`src/rtl/mem_arb_pkg.sv`:
```
// Shared definitions for the unified-memory port arbiter: FSM states,
// transaction owner encoding and the load/store access-size codes.
package mem_arb_pkg;

  // Transaction sequencer states.
  typedef enum logic [1:0] {
    S_IDLE  = 2'd0,
    S_ISSUE = 2'd1,
    S_WAIT  = 2'd2,
    S_RESP  = 2'd3
  } arb_state_e;

  // Which requester the in-flight transaction belongs to.
  typedef enum logic {
    OWN_D = 1'b0,
    OWN_I = 1'b1
  } owner_e;

  // Access size/sign codes, shared with the load/store unit.
  typedef enum logic [2:0] {
    ADDR_MODE_BYTE   = 3'b000,
    ADDR_MODE_HALF   = 3'b001,
    ADDR_MODE_WORD   = 3'b010,
    ADDR_MODE_BYTE_U = 3'b100,
    ADDR_MODE_HALF_U = 3'b101
  } addr_mode_e;

  // Width of the fetch starvation counter.
  localparam int STARVE_CNT_W = 4;

endpackage

```
`src/rtl/mem_arb_pick.sv`:
```
// Requester selection for the memory port arbiter. Data normally wins;
// once STARVE_LIMIT data grants have gone by with a fetch waiting, the
// fetch is picked instead. STARVE_LIMIT = 0 gives strict data priority.
module mem_arb_pick
  import mem_arb_pkg::*;
#(
  parameter int STARVE_LIMIT = 4
) (
  input  logic   clk,
  input  logic   rst,
  input  logic   if_req,
  input  logic   d_req,
  input  logic   pick_en,
  output logic   pick_valid,
  output owner_e pick_owner
);

  localparam logic [STARVE_CNT_W-1:0] LIMIT = STARVE_CNT_W'(STARVE_LIMIT);

  logic [STARVE_CNT_W-1:0] starve_q, starve_d;
  logic                    starve_hit;

  // Combinational owner choice from the pending requests and the counter.
  always_comb begin
    pick_valid = if_req | d_req;
    starve_hit = (LIMIT != '0) && (starve_q == LIMIT);
    if (if_req && (!d_req || starve_hit)) pick_owner = OWN_I;
    else                                  pick_owner = OWN_D;
  end

  // Counter update, applied only when the sequencer commits a pick.
  always_comb begin
    starve_d = starve_q;
    if (pick_en) begin
      if (pick_owner == OWN_D && if_req) begin
        starve_d = (starve_q == LIMIT) ? starve_q : starve_q + 1'b1;
      end else begin
        starve_d = '0;
      end
    end
  end

  // Starvation counter register.
  always_ff @(posedge clk) begin
    if (rst) starve_q <= '0;
    else     starve_q <= starve_d;
  end

endmodule

```
`src/rtl/mem_port_arbiter.sv`:
```
// Shares one single-ported unified memory between instruction fetch and
// the MEM stage. One transaction in flight at a time over a
// valid/accept/response handshake; stall requests feed hazard logic.
module mem_port_arbiter
  import mem_arb_pkg::*;
#(
  parameter int ADDR_WIDTH   = 32,
  parameter int DATA_WIDTH   = 32,
  parameter int STARVE_LIMIT = 4
) (
  input  logic                  clk,
  input  logic                  rst,
  input  logic                  if_req,
  input  logic [ADDR_WIDTH-1:0] if_addr,
  output logic [DATA_WIDTH-1:0] if_rdata,
  output logic                  if_ready,
  input  logic                  d_req,
  input  logic                  d_we,
  input  logic [ADDR_WIDTH-1:0] d_addr,
  input  logic [DATA_WIDTH-1:0] d_wdata,
  input  logic [2:0]            d_addr_mode,
  output logic [DATA_WIDTH-1:0] d_rdata,
  output logic                  d_ready,
  output logic                  mem_req,
  output logic                  mem_we,
  output logic [ADDR_WIDTH-1:0] mem_addr,
  output logic [DATA_WIDTH-1:0] mem_wdata,
  output logic [2:0]            mem_addr_mode,
  input  logic                  mem_gnt,
  input  logic                  mem_rvalid,
  input  logic [DATA_WIDTH-1:0] mem_rdata,
  output logic                  stall_if,
  output logic                  stall_mem
);

  arb_state_e            state_q, state_d;
  owner_e                owner_q, owner_d;
  logic                  we_q, we_d;
  logic [ADDR_WIDTH-1:0] addr_q, addr_d;
  logic [DATA_WIDTH-1:0] wdata_q, wdata_d;
  logic [2:0]            mode_q, mode_d;
  logic [DATA_WIDTH-1:0] if_rdata_q, if_rdata_d;
  logic [DATA_WIDTH-1:0] d_rdata_q, d_rdata_d;

  logic                  pick_valid;
  logic                  pick_en;
  owner_e                pick_owner;

  assign pick_en = (state_q == S_IDLE) && pick_valid;

  mem_arb_pick #(
    .STARVE_LIMIT(STARVE_LIMIT)
  ) u_pick (
    .clk        (clk),
    .rst        (rst),
    .if_req     (if_req),
    .d_req      (d_req),
    .pick_en    (pick_en),
    .pick_valid (pick_valid),
    .pick_owner (pick_owner)
  );

  // Sequencer next state, transaction capture and response capture.
  always_comb begin
    // NOTE: every variable starts from its held value so no branch can leave
    // one unassigned, which would otherwise infer a latch.
    state_d    = state_q;
    owner_d    = owner_q;
    we_d       = we_q;
    addr_d     = addr_q;
    wdata_d    = wdata_q;
    mode_d     = mode_q;
    if_rdata_d = if_rdata_q;
    d_rdata_d  = d_rdata_q;
    unique case (state_q)
      S_IDLE: begin
        if (pick_valid) begin
          owner_d = pick_owner;
          state_d = S_ISSUE;
          if (pick_owner == OWN_I) begin
            we_d    = 1'b0;
            addr_d  = if_addr;
            wdata_d = '0;
            mode_d  = ADDR_MODE_WORD;
          end else begin
            we_d    = d_we;
            addr_d  = d_addr;
            wdata_d = d_wdata;
            mode_d  = d_addr_mode;
          end
        end
      end
      S_ISSUE: begin
        if (mem_gnt) state_d = S_WAIT;
      end
      S_WAIT: begin
        if (mem_rvalid) begin
          state_d = S_RESP;
          // Stores complete without touching the load-data register.
          if (owner_q == OWN_I) if_rdata_d = mem_rdata;
          else if (!we_q)       d_rdata_d  = mem_rdata;
        end
      end
      S_RESP: begin
        state_d = S_IDLE;
      end
      default: begin
        state_d = S_IDLE;
      end
    endcase
  end

  // All sequencer, transaction and response registers.
  always_ff @(posedge clk) begin
    // NOTE: non-blocking so every flop samples pre-edge values, independent
    // of statement order.
    if (rst) begin
      state_q    <= S_IDLE;
      owner_q    <= OWN_D;
      we_q       <= 1'b0;
      addr_q     <= '0;
      wdata_q    <= '0;
      mode_q     <= 3'b000;
      if_rdata_q <= '0;
      d_rdata_q  <= '0;
    end else begin
      state_q    <= state_d;
      owner_q    <= owner_d;
      we_q       <= we_d;
      addr_q     <= addr_d;
      wdata_q    <= wdata_d;
      mode_q     <= mode_d;
      if_rdata_q <= if_rdata_d;
      d_rdata_q  <= d_rdata_d;
    end
  end

  // Memory side: fields come straight from the transaction registers so
  // they stay stable through any amount of grant backpressure.
  assign mem_req       = (state_q == S_ISSUE);
  assign mem_we        = mem_req & we_q;
  assign mem_addr      = addr_q;
  assign mem_wdata     = wdata_q;
  assign mem_addr_mode = mode_q;

  // Requester side.
  assign if_ready  = (state_q == S_RESP) && (owner_q == OWN_I);
  assign d_ready   = (state_q == S_RESP) && (owner_q == OWN_D);
  assign if_rdata  = if_rdata_q;
  assign d_rdata   = d_rdata_q;
  assign stall_if  = if_req & ~if_ready;
  assign stall_mem = d_req & ~d_ready;

endmodule

```
`config.mk`:
```
export PLATFORM = sky130hd
export DESIGN_NAME = mem_port_arbiter
export DESIGN_NICKNAME = d
export VERILOG_FILES = /design/src/rtl/mem_arb_pkg.sv /design/src/rtl/mem_arb_pick.sv /design/src/rtl/mem_port_arbiter.sv
export SDC_FILE = /design/constraint.sdc
export NUM_CORES = 1
export LEC_CHECK = 0
export ABC_AREA = 1
export CORE_MARGIN = 3
export CORE_UTILIZATION = 40
export CTS_CLUSTER_SIZE = 28
export DETAILED_ROUTE_END_ITERATION = 8
export HOLD_SLACK_MARGIN = 0.08
export PLACE_DENSITY_LB_ADDON = 0.12
export REMOVE_ABC_BUFFERS = 1
export SLEW_MARGIN = 20
export SYNTH_ARGS = -nofsm -noshare
export SYNTH_HDL_FRONTEND = slang
export SYNTH_HIERARCHICAL = 1
export SYNTH_SLANG_ARGS = --single-unit
```
`constraint.sdc`:
```
create_clock -name clk -period 1.96 [get_ports clk]
set_input_delay 0.588 -clock clk [delete_from_list [all_inputs] [get_ports clk]]
set_output_delay 0.588 -clock clk [all_outputs]
set_load 0.005 [all_outputs]
```
Word-level counts from Yosys, hierarchy flattened
Index checks and enable logic that the tools add are counted.

Div/mod/pow operators: 0. $lt $le $gt $ge: 0. Bitwise logic cells: 9. Eq/ne operators: 8. Shift-type cells: 0. Multiply operators: 0. Add/subtract/negate cells: 1. Multiplexer cells: 11. Reduce and logical (&&, ||, !) cells: 13.

Operator list (number): $mux W32 (2); $mux W4 (2); $pmux W2 S4 (1); $mux W2 (3); $ne A2 B2 Y1 const B (3); $reduce_and A3 Y1 (2); $logic_and A1 B1 Y1 (5); $not A1 Y1 (5); $add A4 B1 Y4 const B (1); $eq A2 B2 Y1 const B (2); $eq A4 B3 Y1 const B (1); $reduce_and A2 Y1 (2); $reduce_and A4 Y1 (1); $and A1 B1 Y1 (3); $mux W3 (1); $eq A2 B1 Y1 const B (1); $logic_not A2 Y1 (1); $mux W1 (2); $ne A2 B1 Y1 const B (1); $logic_not A1 Y1 (1); $logic_or A1 B1 Y1 (1); $or A1 B1 Y1 (1).

Memory bits (read-only): 0. Flip-flop bits (word level): 139. Memory bits (writable): 0. Memories: 0. Latch bits: 0.

Logic depth before layout (Yosys ltp)
Gate-level depths: netlist of the first run.

Depth in word-level cells: 8. Mapped depth: 11. Gate-level depth less buffers: 9.

Hierarchy
Netlist of the first run, hierarchy kept.

By module, submodules not included: mem_port_arbiter (instances 1, cells each 657, area each 5325.1 sq um, sequential area each 2702.6 sq um); mem_arb_pick (instances 1, cells each 29, area each 216.5 sq um, sequential area each 80.1 sq um).

Worst setup path after synthesis of the first run
OpenSTA, ideal clock, no wires.

Path type: input-to-reg. Start point: in d_req. End point: reg u_pick.starve_q[3]. Path buffers: 2. Required time: 1.844 ns. Setup slack: 0.246 ns. Data arrival time: 1.599 ns. Setup time: 0.116 ns. Stages on the path: 9. Cells stage by stage: or2_2 > nand2_4 > inv_2 > buf_6 > buf_6 > nand2_1 > nor2_1 > xor2_1 > nor2_1.

Elaborated cells on any way between the ends: 11. Those cells by class: 1 x eq/ne; 2 x mux; 2 x bitwise; 6 x reduce/logical.

RTL lines: start: declaration (RTL line mem_port_arbiter.sv:17) `input logic d_req,`; $or A1 B1 Y1 (RTL line mem_arb_pick.sv:25) `pick_valid = if_req | d_req;`; $logic_and A1 B1 Y1 (RTL line mem_port_arbiter.sv:49) `assign pick_en = (state_q == S_IDLE) && pick_valid;`; net pick_en (RTL line mem_port_arbiter.sv:46) `logic pick_en;`; $reduce_and A2 Y1 (no line); end signal: assignment (RTL line mem_arb_pick.sv:46) `else starve_q <= starve_d;`; end: declaration (RTL line mem_arb_pick.sv:20) `logic [STARVE_CNT_W-1:0] starve_q, starve_d;`.

The timed path passes the listed nets, and every way through them passes these cells. A chain may end at the register's enable or synchronous reset.

Worst setup path in the final report of the first run
Start point: reg addr_q[28] (netlist: mem_addr[28]). End point: out mem_addr[28].

RTL lines: start: declaration (RTL line mem_port_arbiter.sv:39) `logic [ADDR_WIDTH-1:0] addr_q, addr_d;`; start signal: assignment (RTL line mem_port_arbiter.sv:130) `addr_q <= addr_d;`; end: declaration (RTL line mem_port_arbiter.sv:26) `output logic [ADDR_WIDTH-1:0] mem_addr,`.

No word-level cell between the ends.

==> results of run 1 <==
cell type report:
cell class                 instances  area, um2  share of cell area
timing repair buffer             298       3040               0.334
tap                              176        220              0.0242
clock inverter                    10        139              0.0152
clock buffer                      22        474              0.0520
sequential                       139       2790               0.306
multi-input combinational        446       2260               0.248
inverter                          51        193              0.0211
logic make-up (layout without fill, tap and decap cells):
| kind of cell | count (synthesis) | after routing | synth area share |
|---|---|---|---|
| xor gates and xnor gates | 3 | 3 | 0.00474 |
| AOI/OAI and AO/OA | 136 | 136 | 0.154 |
| DFF | 139 | 139 | 0.502 |
| buffers and inverters | 101 | 381 | 0.0969 |
| adders and majority gates | 7 | 7 | 0.0158 |
| and+or+nand+nor | 300 | 300 | 0.227 |
sequential cells by signal (all words and copies together), names as in the netlist:
| name | cells |
|---|---|
| mem_addr_mode | 3 |
| mem_addr | 32 |
| we_q | 1 |
| if_rdata | 32 |
| d_rdata | 32 |
| owner_q | 1 |
| state_q | 2 |
| mem_wdata | 32 |
| u_pick/starve_q | 4 |
placed cells by master (no fill, tap or decap), types with 13 or more instances in the layout:
| cell | count |
|---|---|
| a22oi_1 | 32 |
| buf_4 | 13 |
| clkbuf_16 | 17 |
| clkdlybuf4s50_1 | 267 |
| dfxtp_1 | 137 |
| inv_1 | 44 |
| nand2_1 | 82 |
| nand3_1 | 36 |
| nor2_1 | 138 |
| nor3_1 | 33 |
| o211ai_1 | 32 |
| o21ai_0 | 39 |
| o21ai_1 | 26 |
path summary, 6_finish.rpt:
kind	slack [ns]	endpoint	from	cells past startpoint
worst max register to register	0.24	mem_addr[24]	state_q[0]	9
worst min register to register	0.47	mem_addr_mode[2]	mem_addr_mode[2]	2
worst max-delay path	0.04	mem_addr[28]	mem_addr[28]	1
worst min-delay path	0.47	mem_addr_mode[2]	mem_addr_mode[2]	2
metrics by stage:
stage / TNS, ns / cell area, um2
final: 0 / 9120
after global routing: -0.00347 / 9120
after CTS: -0.190 / 9090
after detailed placement: -19.58 / 8470
after global placement: -17.18 / 8470
after floorplan: -123.69 / 5200
power breakdown:
group | internal (uW) | switching [uW] | total (uW)
logic | 1950 | 1660 | 3610
registers | 3460 | 363 | 3820
clock network | 2100 | 1180 | 3280
metal layers:
metal	vias to the layer above	part of all wire	global-route usage
li1	2798	-	-
met1	2593	0.39	0.245
met2	222	0.50	0.378
met3	38	0.087	0.0731
met4	0	0.033	0.107
met5	-	0	0
repair_timing:
item | 4_1_cts | 5_1_grt
buffers inserted | 1 | 1
resized for setup | 20 | 9
endpoints found under the setup margin | 6 | 5
pin swaps | 1 | 1
hold buffers | 0 | 0
==> flow_metrics.env, run 1 <==
export IMPL_finalNonFillerCells=1142
export IMPL_grt_pass1_wl_mm=26.5
export IMPL_powerDensity_mw_per_mm2=1180
export IMPL_cts_clk_slew_worst_paths_ns=0.06
export IMPL_dr_pass1_iters=5
export IMPL_ant_nets=0
export IMPL_area_growth_syn_to_layout_pct=64.5
export IMPL_post_route_min_period_ns=1.92
export IMPL_ir_drop_mv=0.713
export IMPL_critPathBufInv=1
export IMPL_maxCapViolCount=0
export IMPL_cp_top_family="buffers and inverters"
export IMPL_synth_seq_cells=139
export IMPL_io_buffer_count=274
export IMPL_track_usage=0.221
export IMPL_gp_congestion=0.770
export IMPL_dieWidth_um=124
export IMPL_place_ws_ns=-0.400
export IMPL_worst_slew_pin_slew_ns=0.695
export IMPL_viasPerCell=4.95
export IMPL_cp_required_ns=1.37
export IMPL_htree_levels=4
export IMPL_insertedDiodeCount=0
export IMPL_fin_worst_skew_ns=0.00412
export IMPL_synth_warnings=6
export IMPL_hold_violations=0
export IMPL_cp_start_kind="flip-flop"
export IMPL_async_reset_ff_frac=0
export IMPL_synthCells=686
export IMPL_dieArea_mm2=0.0153
export IMPL_cts_tree="yes"
export IMPL_cpPeakStageDelay_ns=0.55
export IMPL_report_power_total_uw=10700
export IMPL_drt_total_wl_mm=17.3
export IMPL_worstSetupPathType="reg -> out"
export IMPL_worstSetupEndpointType="output pin"
export IMPL_ys_seq_area_frac=0.502
export IMPL_num_vias=5651
export IMPL_design_core_area_mm2=0.0134
export IMPL_status="complete, no violations"
export IMPL_ios=275
export IMPL_ys_top_cells_by_area="dfxtp_1 (50%), nor2_1 (9.6%), nand2_1 (5.6%)"
export IMPL_power_leakage_uw=0.00375
export IMPL_yosysTopAreaCellShare=0.502
export IMPL_rows=42
export IMPL_drt_wirelength_per_cell_um=15.2
export IMPL_final_max_slew_violation_count=0
export IMPL_synth_area_leader_cell="dfxtp_1"
export IMPL_yosysMostFrequentCell="nor2_1"
export IMPL_cts_buffers=17
export IMPL_die_h_um=124
export IMPL_holdWs_ns=0.474
export IMPL_dp_hpwl_mm=12.5
export IMPL_drive_gt1_frac=0.0849
export IMPL_nFillCells=1078
export IMPL_hold_path_class="reg -> reg"
export IMPL_clk_latency_ns=0.42
export IMPL_cts_max_path_buffers=2
export IMPL_syn_area_mm2=0.00554
export IMPL_drc_errors=0
export IMPL_synth_flop_cell="dfxtp_1"
export IMPL_drt_iter0_drc=398
export IMPL_synth_edf_count=0
export IMPL_grt_pass1_vias=5560
export IMPL_gr_total_overflow=0
export IMPL_max_freq_mhz=521
export IMPL_setup_viol=0
export IMPL_cts_sinks=139
export IMPL_final_setup_worst_slack_ns=0.0399
export IMPL_dp_cells=1108
export IMPL_final_nets=1098
export IMPL_antenna_found_initial=0
export IMPL_critPathMaxFanout=2
export IMPL_start_util=0.414
export IMPL_synth_avg_cell_area_um2=8.08
export IMPL_synth_common_cells="nor2_1 (141), dfxtp_1 (139), nand2_1 (83), inv_1 (46), o21ai_0 (39)"
export IMPL_cp_arrival_ns=1.33
export IMPL_max_slew_margin=0.536
export IMPL_utilization=0.680
export IMPL_clockRootBuffer="clkbuf_16"
export IMPL_synth_cell_types=31
export IMPL_grt_max_degree=50
export IMPL_path_cells="clkdlybuf4s50_1"
export IMPL_min_period_over_period=0.980
export IMPL_slowest_stage="clkdlybuf4s50_1"
Note: power is estimated with default switching activity, not from simulation.
==> run 2, diff against run 1 <==
--- a/config.mk
+++ b/config.mk
@@ -6,6 +6,7 @@
 export NUM_CORES = 1
 export LEC_CHECK = 0
 export ABC_AREA = 1
+export CORE_ASPECT_RATIO = 1.75
 export CORE_MARGIN = 3
 export CORE_UTILIZATION = 40
 export CTS_CLUSTER_SIZE = 28
==> run 2 against run 1 <==
  * Clock skew rose by 0.0073 ns
  * Sequential power barely moved
  * Critical path type unchanged
  * Highest routed layer unchanged
  * Setup slack improved by 0.033 ns
==> flow_metrics.env, run 2 (synthesized netlist as in run 1, its figures left out) <==
export IMPL_setup_tns_ns=0
export IMPL_dr_pass1_iters=4
export IMPL_nFillCells=1131
export IMPL_powerDensity_mw_per_mm2=1150
export IMPL_worstSetupPathType="reg -> out"
export IMPL_p_seq_frac=0.367
export IMPL_final_cell_mix="clkdlybuf4s50_1 (266), nor2_1 (140), dfxtp_1 (137), nand2_1 (83), inv_1 (45)"
export IMPL_cp_start_kind="flip-flop"
export IMPL_gr_total_overflow=0
export IMPL_holdWs_ns=0.465
export IMPL_p_sw_frac=0.321
export IMPL_path_cells="inv_4 -> ha_4 -> nand2_1 -> inv_1 -> clkdlybuf4s15_1"
export IMPL_cts_max_path_buffers=2
export IMPL_endpoint="mem_we"
export IMPL_power_frac_clock=0.288
export IMPL_critPathBufInv=3
export IMPL_drc_errors=0
export IMPL_final_max_slew_violation_count=0
export IMPL_clk_latency_ns=0.41
export IMPL_max_slew_margin=0.567
export IMPL_area_growth_syn_to_layout_pct=63.5
export IMPL_worst_slew_pin_slew_ns=0.649
export IMPL_post_route_min_period_ns=1.89
export IMPL_dr_wl_met2_mm=9.06
export IMPL_wl_met1_mm=6.24
export IMPL_p_sw_uw=3340
export IMPL_clockRootBuffer="clkbuf_16"
export IMPL_rsz0062_at_grt="no"
export IMPL_cp_top_family="flip-flops"
export IMPL_p_int_uw=7080
export IMPL_num_vias=5600
export IMPL_fin_worst_skew_ns=0.0114
export IMPL_rr_startpoint="u_pick/starve_q[1]"
export IMPL_dieArea_mm2=0.0154
export IMPL_cts_setup_buffers=0
export IMPL_crit_path_start="state_q[1]"
export IMPL_crit_cells=5
export IMPL_grt_pass1_vias=5538
export IMPL_reg2regPathDepth=10
export IMPL_final_nets=1096
export IMPL_drt_wirelength_per_cell_um=15.0
export IMPL_cts_buffers=17
export IMPL_worstSetupEndpointType="output pin"
export IMPL_report_power_total_uw=10400
export IMPL_io_buffer_count=274
export IMPL_grt_pass1_wl_mm=27.0
export IMPL_viasPerCell=4.91
export IMPL_cts_clk_slew_worst_paths_ns=0.07
export IMPL_top_layer="met4"
export IMPL_power_leakage_uw=0.00372
export IMPL_max_freq_mhz=530
export IMPL_gp_congestion=0.849
export IMPL_rows=56
export IMPL_ant_nets=0
export IMPL_cts_tree="yes"
export IMPL_dp_cells=1106
export IMPL_grt_max_degree=53
export IMPL_final_common_cell="clkdlybuf4s50_1"
export IMPL_finalNonFillerCells=1140
export IMPL_register_area_mm2=0.00279
export IMPL_wl_met3_mm=1.25
export IMPL_die_h_um=162
export IMPL_hold_violations=0
export IMPL_multiInputGateArea_mm2=0.00226
export IMPL_track_usage=0.221
export IMPL_slowest_stage="dfxtp_4"
export IMPL_drt_iter0_drc=200
export IMPL_min_from="mem_addr_mode[2]"
export IMPL_drive_gt1_frac=0.0799
export IMPL_p_comb_frac=0.345
export IMPL_ctsHoldBuffers=0
export IMPL_maxCapViolCount=0
export IMPL_setup_viol=0
export IMPL_status="complete, no violations"
export IMPL_design_core_area_mm2=0.0135
export IMPL_cp_arrival_ns=1.30
export IMPL_htree_levels=4
export IMPL_dieWidth_um=95.0
export IMPL_r2r_setup_slack_ns=0.28
export IMPL_antenna_found_initial=2
export IMPL_cts_sinks=139
export IMPL_dp_hpwl_mm=12.7
export IMPL_cp_required_ns=1.37
export IMPL_cpPeakStageDelay_ns=0.36
export IMPL_min_period_over_period=0.963
export IMPL_reg2reg_to="mem_addr[21]"
export IMPL_hold_path_class="reg -> reg"
export IMPL_drt_total_wl_mm=17.1
export IMPL_start_util=0.412
export IMPL_ir_drop_mv=0.593
export IMPL_ios=275
export IMPL_critPathMaxFanout=4
run 2: through the flow:
step / setup slack, ns / instance area, um2 / util
after floorplan: -2.09 / 5200 / -
after global placement: -0.472 / 8470 / 0.630
after detailed placement: -0.420 / 8470 / 0.630
after CTS: 0.000255 / 9040 / 0.672
after global routing: 0.0177 / 9060 / 0.673
final: 0.0727 / 9060 / 0.673
run 2: repair_timing:
| item | in CTS | in global routing |
|---|---|---|
| resized for setup | 21 | 10 |
| pin swaps | 1 | 2 |
| endpoints found under the setup margin | 6 | 36 |
run 2: worst min-delay path by stage:
stage	cells after the start	slack, ns	endpoint
2_1_floorplan	2	0.46	mem_addr_mode[2]
5_1_grt	2	0.49	mem_wdata[31]
6_report	2	0.46	mem_addr_mode[2]
3_5_place_dp	2	0.46	mem_addr_mode[2]
4_1_cts	2	0.47	mem_addr_mode[2]
3_3_place_gp	2	0.45	mem_wdata[31]
run 2: worst register-to-register path: stages, from the launching register on:
cell and delay [ns]:
dfxtp_1 0.32, inv_1 0.09, ha_1 0.14, nand3_1 0.14
a21boi_4 0.19, buf_12 0.14, buf_4 0.24, nand2_1 0.10
nand3_1 0.11, o211ai_1 0.09, inv_1 0.06
run 2: cell type report:
class,count,share of cell area
antenna,2,0.000552
clock inverter,15,0.0146
inverter,51,0.0218
timing repair buffer,296,0.334
tap,174,0.0240
multi-input combinational,446,0.250
clock buffer,17,0.0470
sequential,139,0.308
run 2: layer usage:
layer  vias to the layer above  GRT usage
li1                       2791          -
met1                      2551      0.229
met2                       221      0.396
met3                        37     0.0653
met4                         0      0.109
met5                         -          0
run 2: power groups by stage:
stage	clock [uW]	sequential, uW	combinational [uW]
2_1_floorplan	0	3870	1350
3_3_place_gp	0	3820	3530
3_5_place_dp	0	3850	3620
4_1_cts	3080	3820	3620
5_1_grt	3200	3900	3940
6_report	3000	3830	3590
